===== config.mk =====
export PLATFORM = sky130hd
export DESIGN_NAME = regfile_write_scheduler
export DESIGN_NICKNAME = d
export VERILOG_FILES = /design/src/rtl/regfile_write_scheduler.sv
export SDC_FILE = /design/constraint.sdc
export NUM_CORES = 1
export LEC_CHECK = 0
export ABC_AREA = 1
export CAP_MARGIN = 20
export CELL_PAD_IN_SITES_DETAIL_PLACEMENT = 1
export CELL_PAD_IN_SITES_GLOBAL_PLACEMENT = 1
export CORE_ASPECT_RATIO = 0.6
export CORE_UTILIZATION = 25
export CTS_BUF_LIST = sky130_fd_sc_hd__clkbuf_8
export DETAILED_ROUTE_END_ITERATION = 6
export GPL_ROUTABILITY_DRIVEN = 0
export PLACE_DENSITY_LB_ADDON = 0.1
export SLEW_MARGIN = 20
export SYNTH_ARGS = -nofsm -noshare
export SYNTH_HDL_FRONTEND = slang
export SYNTH_SLANG_ARGS = --single-unit
export TNS_END_PERCENT = 100

===== constraint.sdc =====
create_clock -name clk -period 4.4 [get_ports clk]
set_input_delay 0.88 -clock clk [delete_from_list [all_inputs] [get_ports clk]]
set_output_delay 0.88 -clock clk [all_outputs]
set_load 0.01 [all_outputs]

===== src/rtl/regfile_write_scheduler.sv =====
// Shares the register_file write port between ALU writeback and load returns (FIFO-buffered on collision)
// and tracks in-flight loads for hazard stalls. Optional forwarding: define REGFILE_SCHED_FWD_EN.
module regfile_write_scheduler #(
  parameter int LD_DEPTH = 2,
  parameter int CNT_W    = 2
) (
  input  logic              clk,
  input  logic              reset,
  input  logic              alu_wr_valid,
  input  logic [4:0]        alu_wr_reg,
  input  logic [31:0]       alu_wr_data,
  input  logic              ld_issue_valid,
  input  logic [4:0]        ld_issue_reg,
  input  logic              ld_valid,
  input  logic [4:0]        ld_reg,
  input  logic [31:0]       ld_data,
  output logic              ld_ready,
  input  logic [4:0]        chk_reg_a,
  input  logic [4:0]        chk_reg_b,
  input  logic [4:0]        chk_reg_d,
  output logic              stall,
  output logic              reg_write_enable,
  output logic [4:0]        write_reg_rd,
  output logic [31:0]       reg_write_data,
  output logic              fwd_valid_a,
  output logic              fwd_valid_b,
  output logic [31:0]       fwd_data,
  output logic [CNT_W-1:0]  ld_count,
  output logic              ld_overflow
);
  localparam int PTR_W = (LD_DEPTH > 1) ? $clog2(LD_DEPTH) : 1;

  logic [4:0]       buf_reg_q  [LD_DEPTH];
  logic [4:0]       buf_reg_d  [LD_DEPTH];
  logic [31:0]      buf_data_q [LD_DEPTH];
  logic [31:0]      buf_data_d [LD_DEPTH];
  logic [PTR_W-1:0] head_q, head_d, tail_q, tail_d;
  logic [CNT_W-1:0] cnt_q, cnt_d;
  logic [31:0]      pend_q, pend_d;
  logic             ovf_q, ovf_d;

  logic             accept, pop, bypass, push, ld_wins, sel_vld, supp;
  logic [4:0]       sel_reg;
  logic [31:0]      sel_data;

  always_comb begin
    ld_ready = cnt_q < CNT_W'(LD_DEPTH);
    accept   = ld_valid && ld_ready;
    pop      = 1'b0;
    bypass   = 1'b0;
    sel_vld  = 1'b0;
    sel_reg  = '0;
    sel_data = '0;
    // Port is held idle while reset is asserted, whatever state is still around.
    if (!reset) begin
      if (alu_wr_valid) begin
        sel_vld  = 1'b1;
        sel_reg  = alu_wr_reg;
        sel_data = alu_wr_data;
      end else if (cnt_q != '0) begin
        pop      = 1'b1;
        sel_vld  = 1'b1;
        sel_reg  = buf_reg_q[head_q];
        sel_data = buf_data_q[head_q];
      end else if (accept) begin
        bypass   = 1'b1;
        sel_vld  = 1'b1;
        sel_reg  = ld_reg;
        sel_data = ld_data;
      end
    end
    ld_wins = pop || bypass;
    push    = accept && !bypass;

    reg_write_enable = sel_vld && (sel_reg != '0);
    write_reg_rd     = sel_reg;
    reg_write_data   = sel_data;

    buf_reg_d  = buf_reg_q;
    buf_data_d = buf_data_q;
    head_d     = pop  ? head_q + PTR_W'(1) : head_q;
    tail_d     = push ? tail_q + PTR_W'(1) : tail_q;
    if (push) begin
      buf_reg_d[tail_q]  = ld_reg;
      buf_data_d[tail_q] = ld_data;
    end
    case ({push, pop})
      2'b10:   cnt_d = cnt_q + CNT_W'(1);
      2'b01:   cnt_d = cnt_q - CNT_W'(1);
      default: cnt_d = cnt_q;
    endcase

    // A dropped load keeps its pending bit: the consumer must not read a value that never arrived.
    ovf_d  = ovf_q || (ld_valid && !ld_ready);
    pend_d = pend_q;
    if (ld_wins)        pend_d[sel_reg]      = 1'b0;
    if (ld_issue_valid) pend_d[ld_issue_reg] = 1'b1;
    pend_d[0] = 1'b0;

`ifdef REGFILE_SCHED_FWD_EN
    fwd_data    = reg_write_data;
    fwd_valid_a = reg_write_enable && (write_reg_rd == chk_reg_a) && (chk_reg_a != '0);
    fwd_valid_b = reg_write_enable && (write_reg_rd == chk_reg_b) && (chk_reg_b != '0);
    supp        = ld_wins && (fwd_valid_a || fwd_valid_b);
`else
    fwd_data    = '0;
    fwd_valid_a = 1'b0;
    fwd_valid_b = 1'b0;
    supp        = 1'b0;
`endif
    // A load being forwarded this cycle no longer blocks decode on its register.
    stall = !reset && ((pend_q[chk_reg_a] && !(supp && chk_reg_a == sel_reg)) ||
                       (pend_q[chk_reg_b] && !(supp && chk_reg_b == sel_reg)) ||
                       (pend_q[chk_reg_d] && !(supp && chk_reg_d == sel_reg)));

    ld_count    = cnt_q;
    ld_overflow = ovf_q;
  end

  always_ff @(posedge clk) begin
    if (reset) begin
      head_q <= '0;
      tail_q <= '0;
      cnt_q  <= '0;
      pend_q <= '0;
      ovf_q  <= 1'b0;
    end else begin
      head_q <= head_d;
      tail_q <= tail_d;
      cnt_q  <= cnt_d;
      pend_q <= pend_d;
      ovf_q  <= ovf_d;
    end
  end

  always_ff @(posedge clk) begin
    buf_reg_q  <= buf_reg_d;
    buf_data_q <= buf_data_d;
  end
endmodule


==> Word-level counts from Yosys, hierarchy flattened <==
Cells that the tools add are included.
{ "totals": {"out_inout_bits": 77, "wordCells": 93, "input_bits": 99, "regBits": 111} }
{ "classes": {"reduce_logical": 18, "n_mux": 43, "order_cmp": 11, "n_addsub": 4, "eq_ne": 2, "bitwise_logic": 5} }
{ "op_table": {"columns": ["cell", "n"], "rows": [
  ["32-bit 2-to-1 mux", 10],
  ["64-bit bitwise mux", 1],
  ["5-bit 2-to-1 mux", 8],
  ["32-bit AND", 1],
  ["32-bit demux with 1-bit select", 1],
  ["32-bit inverter", 1],
  ["32-bit OR", 1],
  ["5-bit by 6-bit less-than comparator with 1-bit output (second input constant)", 5],
  ["1-bit binary-select mux with 5-bit select", 3],
  ["1-bit 2-to-1 mux", 15],
  ["10-bit bitwise mux", 1],
  ["1-bit demux with 5-bit select", 2],
  ["5-bit by 1-bit greater-or-equal comparator with 1-bit output (second input constant)", 2],
  ["1-bit logical AND", 8],
  ["5-bit demux with 1-bit select", 1],
  ["5-bit nonzero test", 1],
  ["2-bit greater-or-equal comparator (second input constant)", 2],
  ["1-bit logical OR", 4],
  ["1-bit inverter with 2-bit output", 2],
  ["2-bit case mux with 2 select lines", 1],
  ["2-bit nonzero test", 2],
  ["1-bit zero test", 3],
  ["1-bit adder (second input constant)", 2],
  ["2-bit by 1-bit adder with 2-bit output (second input constant)", 1],
  ["5 further kinds", 5]
]} }

==> Longest topological paths before layout <==
Gate-level depths: netlist (run 1).
{ "logic_depth": {"ltp_word": 16, "depth_mapped": 13, "depth_no_buf": 12} }

==> Worst setup path after synthesis (run 1) <==
No wires, ideal clock.
{ "synth_path": {"path_type": "in2reg", "from": "input alu_wr_valid", "to": "register buf_data_q[0] in the netlist's numbering (enable)", "arrival_ns": 2.904, "t_required_ns": 3.967, "path_slack_ns": 1.063, "path_buffers": 1, "setup_time_ns": 0.433, "cell_stages": 5, "cell_sequence": "buf_2 > nor2_1 > a21oi_1 > inv_1 > nor2_1"} }
{ "synth_between": {"elab_chain_cells": 4} }
{ "synth_lines": {"columns": ["item", "line", "source"], "rows": [
  ["start: declaration", "9", "input logic alu_wr_valid,"],
  ["1-bit 2-to-1 mux", "56", "if (alu_wr_valid) begin"],
  ["1-bit 2-to-1 mux", "55", "if (!reset) begin"],
  ["1-bit zero test", "73", "push = accept && !bypass;"],
  ["1-bit logical AND", "73", null],
  ["end signal: assignment", "138", "buf_data_q <= buf_data_d;"],
  ["end: declaration", "35", "logic [31:0] buf_data_q [LD_DEPTH];"]
]} }
No other way between the ends.
A chain may end at the register's enable or synchronous reset.

==> Worst setup path in the final report (run 1) <==
{ "layout_path": {"from": "input chk_reg_a[1]", "to": "output stall"} }
{ "layout_between": {"elab_chain_cells": 5} }
{ "layout_lines": {"columns": ["item", "line", "source"], "rows": [
  ["start: declaration", "18", "input logic [4:0] chk_reg_a,"],
  ["1-bit binary-select mux with 5-bit select", "112", "stall = !reset && ((pend_q[chk_reg_a] && !(supp && chk_reg_a == sel_reg)) ||"],
  ["1-bit 2-to-1 mux (implied by the code)", "112", null],
  ["1-bit logical OR", "112", null],
  ["1-bit logical OR", "113", "(pend_q[chk_reg_b] && !(supp && chk_reg_b == sel_reg)) ||"],
  ["1-bit logical AND", "112", null],
  ["end: declaration", "21", "output logic stall,"]
]} }
No other way between the ends. The select of a mux whose other input is x is not followed.

==> results.json, run 1 <==
{
  "cts.reportedPaths.clkPinSlew_ps": 110,
  "rsz0062_at_grt": "no",
  "vias": 6075,
  "placed_area_um2": 8130,
  "post_cts_buffers": 0,
  "slew_violations": 0,
  "antenna_found_initial": 0,
  "htreeDepth": 3,
  "core-area_um2": 25300,
  "fmax_mhz": 251,
  "drt_first_pass_iters": 4,
  "postSynthAreaPerCell_um2": 7.57,
  "synth_area_um2": 6480,
  "die-area_um2": 26600,
  "ioPinCount": 176,
  "cts_buffers": 9,
  "skew_ps": 13.9,
  "drive_above_1_share_pct": 6.99,
  "cp_max_fo": 9,
  "dp_hpwl_um": 17500,
  "cp_cell_sequence": "clkdlybuf4s50_1, inv_1, nand3_1, nand3_1, nand3_1, nand3_1, nand2_1, nor2_1, a21oi_1, clkdlybuf4s50_1",
  "r2r_slack_ps": 2050,
  "vias_per_cell": 4.62,
  "leakagePower_nw": 3.24,
  "cts_tree": "built",
  "peakVddDrop_mv": 0.154,
  "nFillCells": 3101,
  "hold_viol_final": 0,
  "yosysMostFrequentCell": "nand2_1",
  "wl_per_cell_um": 18.2,
  "slowest_stage": "clkdlybuf4s50_1",
  "start_kind": "primary input",
  "first_iter_violations": 378,
  "arrival_ps": 3110,
  "max_slew_margin_pct": 36.0,
  "grt_max_degree": 41,
  "netlist_top_cells_count": "nand2_1, inv_1, nand3_1, edfxtp_1, a21oi_1",
  "ys_seq_area_share_pct": 45.4,
  "die_h_um": 127,
  "clock-root-buffer": "clkbuf_8",
  "synth_largest_area_cell": "edfxtp_1",
  "final_cell_area_um2": 8360,
  "required_ps": 3520,
  "nets": 1082,
  "cp_num_buf_inv": 3,
  "start_util_pct": 25.6,
  "io_buffers": 141,
  "setup_viol_count_final": 0,
  "period_share_pct": 90.6,
  "holdBufCountCts": 0,
  "drc": 0,
  "finalCriticalPeriod_ps": 3990,
  "setup_tns_ps": 0,
  "clock-sinks": 110,
  "synth-seq-cells": 110,
  "yosys_warnings": 0,
  "ys_types": 34,
  "drt-total-wl_um": 24000,
  "synth-edff-count": 74,
  "worst_pin_slew_ps": 952,
  "hold_class": "flip-flop to flip-flop",
  "clk_latency_ps": 410,
  "grt_use_total_pct": 18.4,
  "async_flop_share_pct": 0,
  "grt_pass1_wl_um": 36800,
  "rows": 45,
  "grt_overflow": 0,
  "power_density_nw_per_um2": 310,
  "crit_top_cell": "nand3_1",
  "area_growth_pct": 29.1,
  "die_w_um": 210,
  "end_kind": "output pin",
  "synthCells": 856,
  "synth_flop_cell": "edfxtp_1",
  "path_delay_family": "buffers and inverters",
  "ctsResizeCount": 0,
  "cap_violations": 0,
  "first_global_vias": 6024,
  "critPathKind": "primary input to output pin",
  "cpPeakStageDelay_ps": 710,
  "antennaDiodeCount": 0,
  "status": "completed",
  "synth_top_cell_area_share_pct": 34.3,
  "ant_nets": 0,
  "synth_top_cells_by_area": "edfxtp_1, nand2_1, dfxtp_1",
  "cts_buffer_depth": 2
}
==> per-layer routing <==
| metal | GRT usage [%] | wire length [um] | vias to the layer above |
|---|---|---|---|
| li1 | - | - | 3016 |
| met1 | 29.7 | 13400 | 2902 |
| met2 | 25.0 | 9260 | 146 |
| met3 | 3.57 | 1170 | 11 |
| met4 | 2.79 | 142 | 0 |
| met5 | 0 | 0 | - |
==> final timing paths <==
path | from | endpoint | depth (start not counted)
setup / recovery | chk_reg_a[1] | stall | 10
hold / removal | pend_q[7] | pend_q[7] | 2
setup reg to reg | ld_count[0] | pend_q[1] | 12
hold reg to reg | pend_q[7] | pend_q[7] | 2
==> flip-flops by register name, summed over array words and instances (netlist names) <==
register     flops
buf_data_q      64
pend_q          31
buf_reg_q       10
ld_count         2
head_q           1
ld_overflow      1
tail_q           1
==> metrics by stage <==
| stage | hold slack [ps] | utilization [%] | power [mW] | std cells | setup WS, ps |
|---|---|---|---|---|---|
| after CTS | 514 | 33.0 | 2.62 | 1316 | 435 |
| after detailed placement | 491 | 32.1 | 1.90 | 1300 | 448 |
| after global routing | 539 | 33.0 | 2.73 | 1316 | 261 |
| after floorplan | 452 | - | 1.60 | 889 | 1060 |
| after global placement | 481 | 32.1 | 1.90 | 1300 | 422 |
| final | 504 | 33.0 | 2.59 | 1316 | 413 |
==> cell type report <==
| class | count | area, um2 | share of cell area [%] |
|---|---|---|---|
| Inverter | 106 | 402 | 4.80 |
| Tap cell | 329 | 412 | 4.92 |
| Timing Repair Buffer | 157 | 1530 | 18.3 |
| Clock inverter | 7 | 106 | 1.27 |
| Multi-Input combinational cell | 598 | 2840 | 34.0 |
| Clock buffer | 9 | 124 | 1.48 |
| Sequential cell | 110 | 2940 | 35.2 |
==> power by group <==
| part | internal, mW | switching (mW) | leakage (nW) |
|---|---|---|---|
| clock network | 0.329 | 0.386 | 0.109 |
| logic | 0.269 | 0.407 | 2.15 |
| registers | 1.17 | 0.0255 | 0.978 |
| total | 1.77 | 0.819 | 3.24 |
==> tightest hold or removal path, cell delays in order, from the launching register on <==
cell and delay, ps:
dfxtp_1 350, nand2_1 70, a21oi_1 50
==> kinds of logic (layout without fill, tap and decap cells) <==
| logic type | after synthesis | after routing | synth area share, % |
|---|---|---|---|
| and+or+nand+nor | 379 | 379 | 25.8 |
| DFF | 110 | 110 | 45.4 |
| buffers and inverters | 181 | 279 | 12.8 |
| other | 1 | 34 | 0.0579 |
| adders and majority gates | 1 | 1 | 0.193 |
| AOI/OAI and AO/OA | 184 | 184 | 15.7 |
==> placed cells by master, fill, tap and decap left out, types with 2 or more instances in the layout <==
master           instances
o211ai_1                33
nor2_1                  50
nor2_2                   3
clkbuf_8                 9
conb_1                  34
inv_8                    2
nor3_1                   9
nand2_1                210
clkdlybuf4s50_1        141
nand3_1                 87
nand3_2                  4
inv_2                   13
nor2_8                   2
dfxtp_1                 36
nand2_2                  5
clkinvlp_4               2
edfxtp_1                74
nor2_4                   3
a21oi_1                 71
o21ai_0                 47
o21ai_1                 32
inv_1                   90
bufinv_16                2
buf_4                   16
nand3_4                  2
(Power assumes the default switching activity.)
==> run 2: changes to the inputs <==
Settings changed: MAX_ROUTING_LAYER from default to met4.
==> results.json, run 2 (synthesized netlist as in run 1, its figures left out) <==
{
  "r2r_end": "pend_q[1]",
  "post_cts_buffers": 0,
  "nFillCells": 3101,
  "finalCriticalPeriod_ps": 3990,
  "end_kind": "output pin",
  "setup_tns_ps": 0,
  "period_share_pct": 90.7,
  "route.met3.wl_um": 1040,
  "slew_violations": 0,
  "stdcell_count": 1316,
  "worst_setup_path_endpoint": "stall",
  "cts_buffer_depth": 2,
  "rr_startpoint": "ld_count[0]",
  "vias": 6085,
  "max_slew_margin_pct": 34.7,
  "largest-register": "buf_data_q",
  "cp_max_fo": 9,
  "wl_met1_um": 13600,
  "dr.max_layer_used": "met4",
  "leakagePower_nw": 3.24,
  "largest_reg_flops": 64,
  "setup_viol_count_final": 0,
  "ctsResizeCount": 0,
  "antenna_found_initial": 0,
  "final_common_cell": "nand2_1",
  "place_inst": 1300,
  "slowest_stage": "clkdlybuf4s50_1",
  "grt_pass1_wl_um": 36800,
  "start_kind": "primary input",
  "io_buffers": 141,
  "mostFrequentLayoutCells": "nand2_1, clkdlybuf4s50_1, inv_1",
  "arrival_ps": 3110,
  "start_util_pct": 25.6,
  "grt_max_degree": 41,
  "grt_use_total_pct": 19.0,
  "ioPinCount": 176,
  "grt_overflow": 0,
  "die_h_um": 127,
  "first_iter_violations": 393,
  "drt-total-wl_um": 24000,
  "area_growth_pct": 29.1,
  "skew_ps": 16.0,
  "htreeDepth": 3,
  "required_ps": 3520,
  "die_w_um": 210,
  "r2r_slack_ps": 2020,
  "wl_per_cell_um": 18.2,
  "rsz0062_at_grt": "no",
  "cts_buffers": 9,
  "power_density_nw_per_um2": 310,
  "drive_above_1_share_pct": 6.99,
  "holdBufCountCts": 0,
  "status": "completed",
  "hold_class": "flip-flop to flip-flop",
  "core-area_um2": 25300,
  "top_regs": "buf_data_q: 64 flops, pend_q: 31 flops, buf_reg_q: 10 flops",
  "ant_nets": 0,
  "first_global_vias": 6024,
  "peakVddDrop_mv": 0.153,
  "nets": 1082,
  "wl_met2_um": 9230,
  "p_total_mw": 2.59,
  "drt_first_pass_iters": 5,
  "worstRegToRegCells": 12,
  "drc": 0,
  "dp_hpwl_um": 17500,
  "cpPeakStageDelay_ps": 710,
  "cts.reportedPaths.clkPinSlew_ps": 110,
  "crit_top_cell": "nand3_1",
  "clk_latency_ps": 410,
  "worst_pin_slew_ps": 972,
  "cp_cell_sequence": "clkdlybuf4s50_1, inv_1, nand3_1, nand3_1, nand3_1, nand3_1, nand2_1, nor2_1, a21oi_1, clkdlybuf4s50_1",
  "clock-root-buffer": "clkbuf_8",
  "antennaDiodeCount": 0,
  "clock-sinks": 110,
  "rows": 45,
  "fmax_mhz": 251,
  "die-area_um2": 26600,
  "cap_violations": 0,
  "critPathKind": "primary input to output pin",
  "vias_per_cell": 4.62,
  "startpoint": "chk_reg_a[1]",
  "hold_viol_final": 0,
  "cts_tree": "built",
  "fin_hold_ws_ps": 508
}
## run 2: where the power goes
group | internal, mW | switching (mW) | total (mW)
clock | 0.329 | 0.383 | 0.712
combinational | 0.269 | 0.408 | 0.678
sequential | 1.17 | 0.0257 | 1.20
total | 1.77 | 0.817 | 2.59
## run 2: layer usage
metal | vias to the layer above | GRT usage, %
li1 | 3016 | -
met1 | 2924 | 29.9
met2 | 135 | 24.9
met3 | 10 | 3.37
met4 | 0 | 2.79
met5 | - | -
## run 2: worst max-delay path: cells and delay by family
kind / cells / cell delay (ps)
compound gates: 1 / 120
buf+inv: 3 / 1510
simple gates: 6 / 600
## run 2: through the flow
step	area, um2	utilization, %	setup slack (ps)
final	8360	33.0	410
after global routing	8360	33.0	261
after CTS	8360	33.0	435
after detailed placement	8130	32.1	448
after global placement	8130	32.1	422
after floorplan	6600	-	1060
## run 2: cell type report
type	instances	area, um2	share of cell area (%)
Clock buffer	9	124	1.48
Clock inverter	7	106	1.27
Inverter	106	402	4.80
Multi-Input combinational cell	598	2840	34.0
Sequential cell	110	2940	35.2
Tap cell	329	412	4.92
Timing Repair Buffer	157	1530	18.3
## run 2: worst min-delay path by stage
stage | from | endpoint | slack [ps] | cells past startpoint
2_1_floorplan | pend_q[2] | pend_q[2] | 450 | 2
3_3_place_gp | ld_overflow | ld_overflow | 480 | 2
3_5_place_dp | ld_overflow | ld_overflow | 490 | 2
4_1_cts | pend_q[7] | pend_q[7] | 510 | 2
5_1_grt | pend_q[7] | pend_q[7] | 540 | 2
6_report | pend_q[7] | pend_q[7] | 510 | 2
==> run 3: changes to the inputs <==
Settings changed: CTS_BUF_LIST sky130_fd_sc_hd__clkbuf_8 to default.
==> results.json, run 3 (synthesized netlist as in run 1, its figures left out) <==
{
  "final_cell_area_um2": 8460,
  "top_regs": "buf_data_q: 64 flops, pend_q: 31 flops, buf_reg_q: 10 flops",
  "preCtsSetupSlack_ps": 448,
  "io_buffers": 141,
  "final_common_cell": "nand2_1",
  "cts_buffer_depth": 2,
  "nets": 1082,
  "rr_startpoint": "ld_count[0]",
  "rsz0062_at_grt": "no",
  "p_total_mw": 2.79,
  "vias_per_cell": 4.61,
  "drc": 0,
  "grt_pass1_wl_um": 36800,
  "core-area_um2": 25300,
  "clock-root-buffer": "clkbuf_16",
  "rows": 45,
  "drt-total-wl_um": 23900,
  "period_share_pct": 90.7,
  "status": "completed",
  "place_inst": 1300,
  "die_h_um": 127,
  "cap_violations": 0,
  "antenna_found_initial": 0,
  "nFillCells": 3094,
  "start_kind": "primary input",
  "clk_latency_ps": 360,
  "multi_input_area_um2": 2840,
  "hold_depth": 2,
  "ff_latch_area_um2": 2940,
  "slew_violations": 0,
  "die_w_um": 210,
  "finalCriticalPeriod_ps": 3990,
  "ioPinCount": 176,
  "skew_ps": 8.86,
  "end_kind": "output pin",
  "critPathKind": "primary input to output pin",
  "drive_above_1_share_pct": 6.99,
  "cts.reportedPaths.clkPinSlew_ps": 80,
  "wl_per_cell_um": 18.2,
  "area_growth_pct": 30.6,
  "worstRegToRegCells": 12,
  "ant_nets": 0,
  "required_ps": 3520,
  "stdcell_count": 1316,
  "start_util_pct": 25.6,
  "grt_overflow": 0,
  "vias": 6071,
  "largest_reg_flops": 64,
  "setup_tns_ps": 0,
  "worst_pin_slew_ps": 994,
  "die-area_um2": 26600,
  "ctsResizeCount": 0,
  "post_cts_buffers": 0,
  "max_slew_margin_pct": 33.2,
  "hold_path.startpoint": "pend_q[7]",
  "grt_use_total_pct": 18.9,
  "clock-sinks": 110,
  "fin_ws_ps": 409,
  "cts_buffers": 9,
  "cts_tree": "built",
  "first_iter_violations": 356,
  "hold_viol_final": 0,
  "leakagePower_nw": 3.29,
  "startpoint": "chk_reg_a[1]",
  "hold_class": "flip-flop to flip-flop",
  "dp_hpwl_um": 17500,
  "largest-register": "buf_data_q",
  "cp_max_fo": 9,
  "holdBufCountCts": 0,
  "mostFrequentLayoutCells": "nand2_1, clkdlybuf4s50_1, inv_1",
  "placed_area_um2": 8130,
  "fmax_mhz": 251,
  "first_global_vias": 6010,
  "htreeDepth": 3,
  "arrival_ps": 3110,
  "antennaDiodeCount": 0,
  "power_density_nw_per_um2": 329,
  "setup_viol_count_final": 0,
  "drt_first_pass_iters": 5,
  "peakVddDrop_mv": 0.209,
  "grt_max_degree": 41
}
run 3: cell counts in the layout (fill, tap and decap cells not counted):
No cell type changed its count.
run 3: metal layers:
layer  vias up  track usage, %  part of all wire, %
met5         -               -                    0
met4         0            2.40                 0.41
met3         9            3.14                  4.2
met2       132            24.9                   39
met1      2905            29.9                   57
li1       3025               -                    -
run 3: power by group:
group          switching (mW)  total (mW)  internal [mW]
Clock                   0.405       0.913          0.508
Combinational           0.406       0.676          0.269
Sequential             0.0258        1.20           1.17
run 3: final timing paths:
kind,endpoint,slack (ps)
max,stall,410
min,pend_q[7],500
max reg2reg,pend_q[1],2060
min reg2reg,pend_q[7],500
run 3: layout make-up:
cell class                      count  share of cell area, %
Tap cell                          329                   4.87
Clock inverter                      7                   1.26
Clock buffer                        9                   2.66
Sequential cell                   110                   34.8
Timing Repair Buffer              157                   18.1
Inverter                          106                   4.75
Multi-Input combinational cell    598                   33.6
run 3: metrics by stage:
stage	util [%]	hold WS [ps]
2_1_floorplan	-	452
3_3_place_gp	32.1	481
3_5_place_dp	32.1	491
4_1_cts	33.4	509
5_1_grt	33.4	533
6_report	33.4	505
run 3: critical path: stages:
cell,delay (ps)
clkdlybuf4s50_1,710
inv_1,240
nand3_1,140
nand3_1,110
nand3_1,120
nand3_1,70
nand2_1,80
nor2_1,80
a21oi_1,120
clkdlybuf4s50_1,550
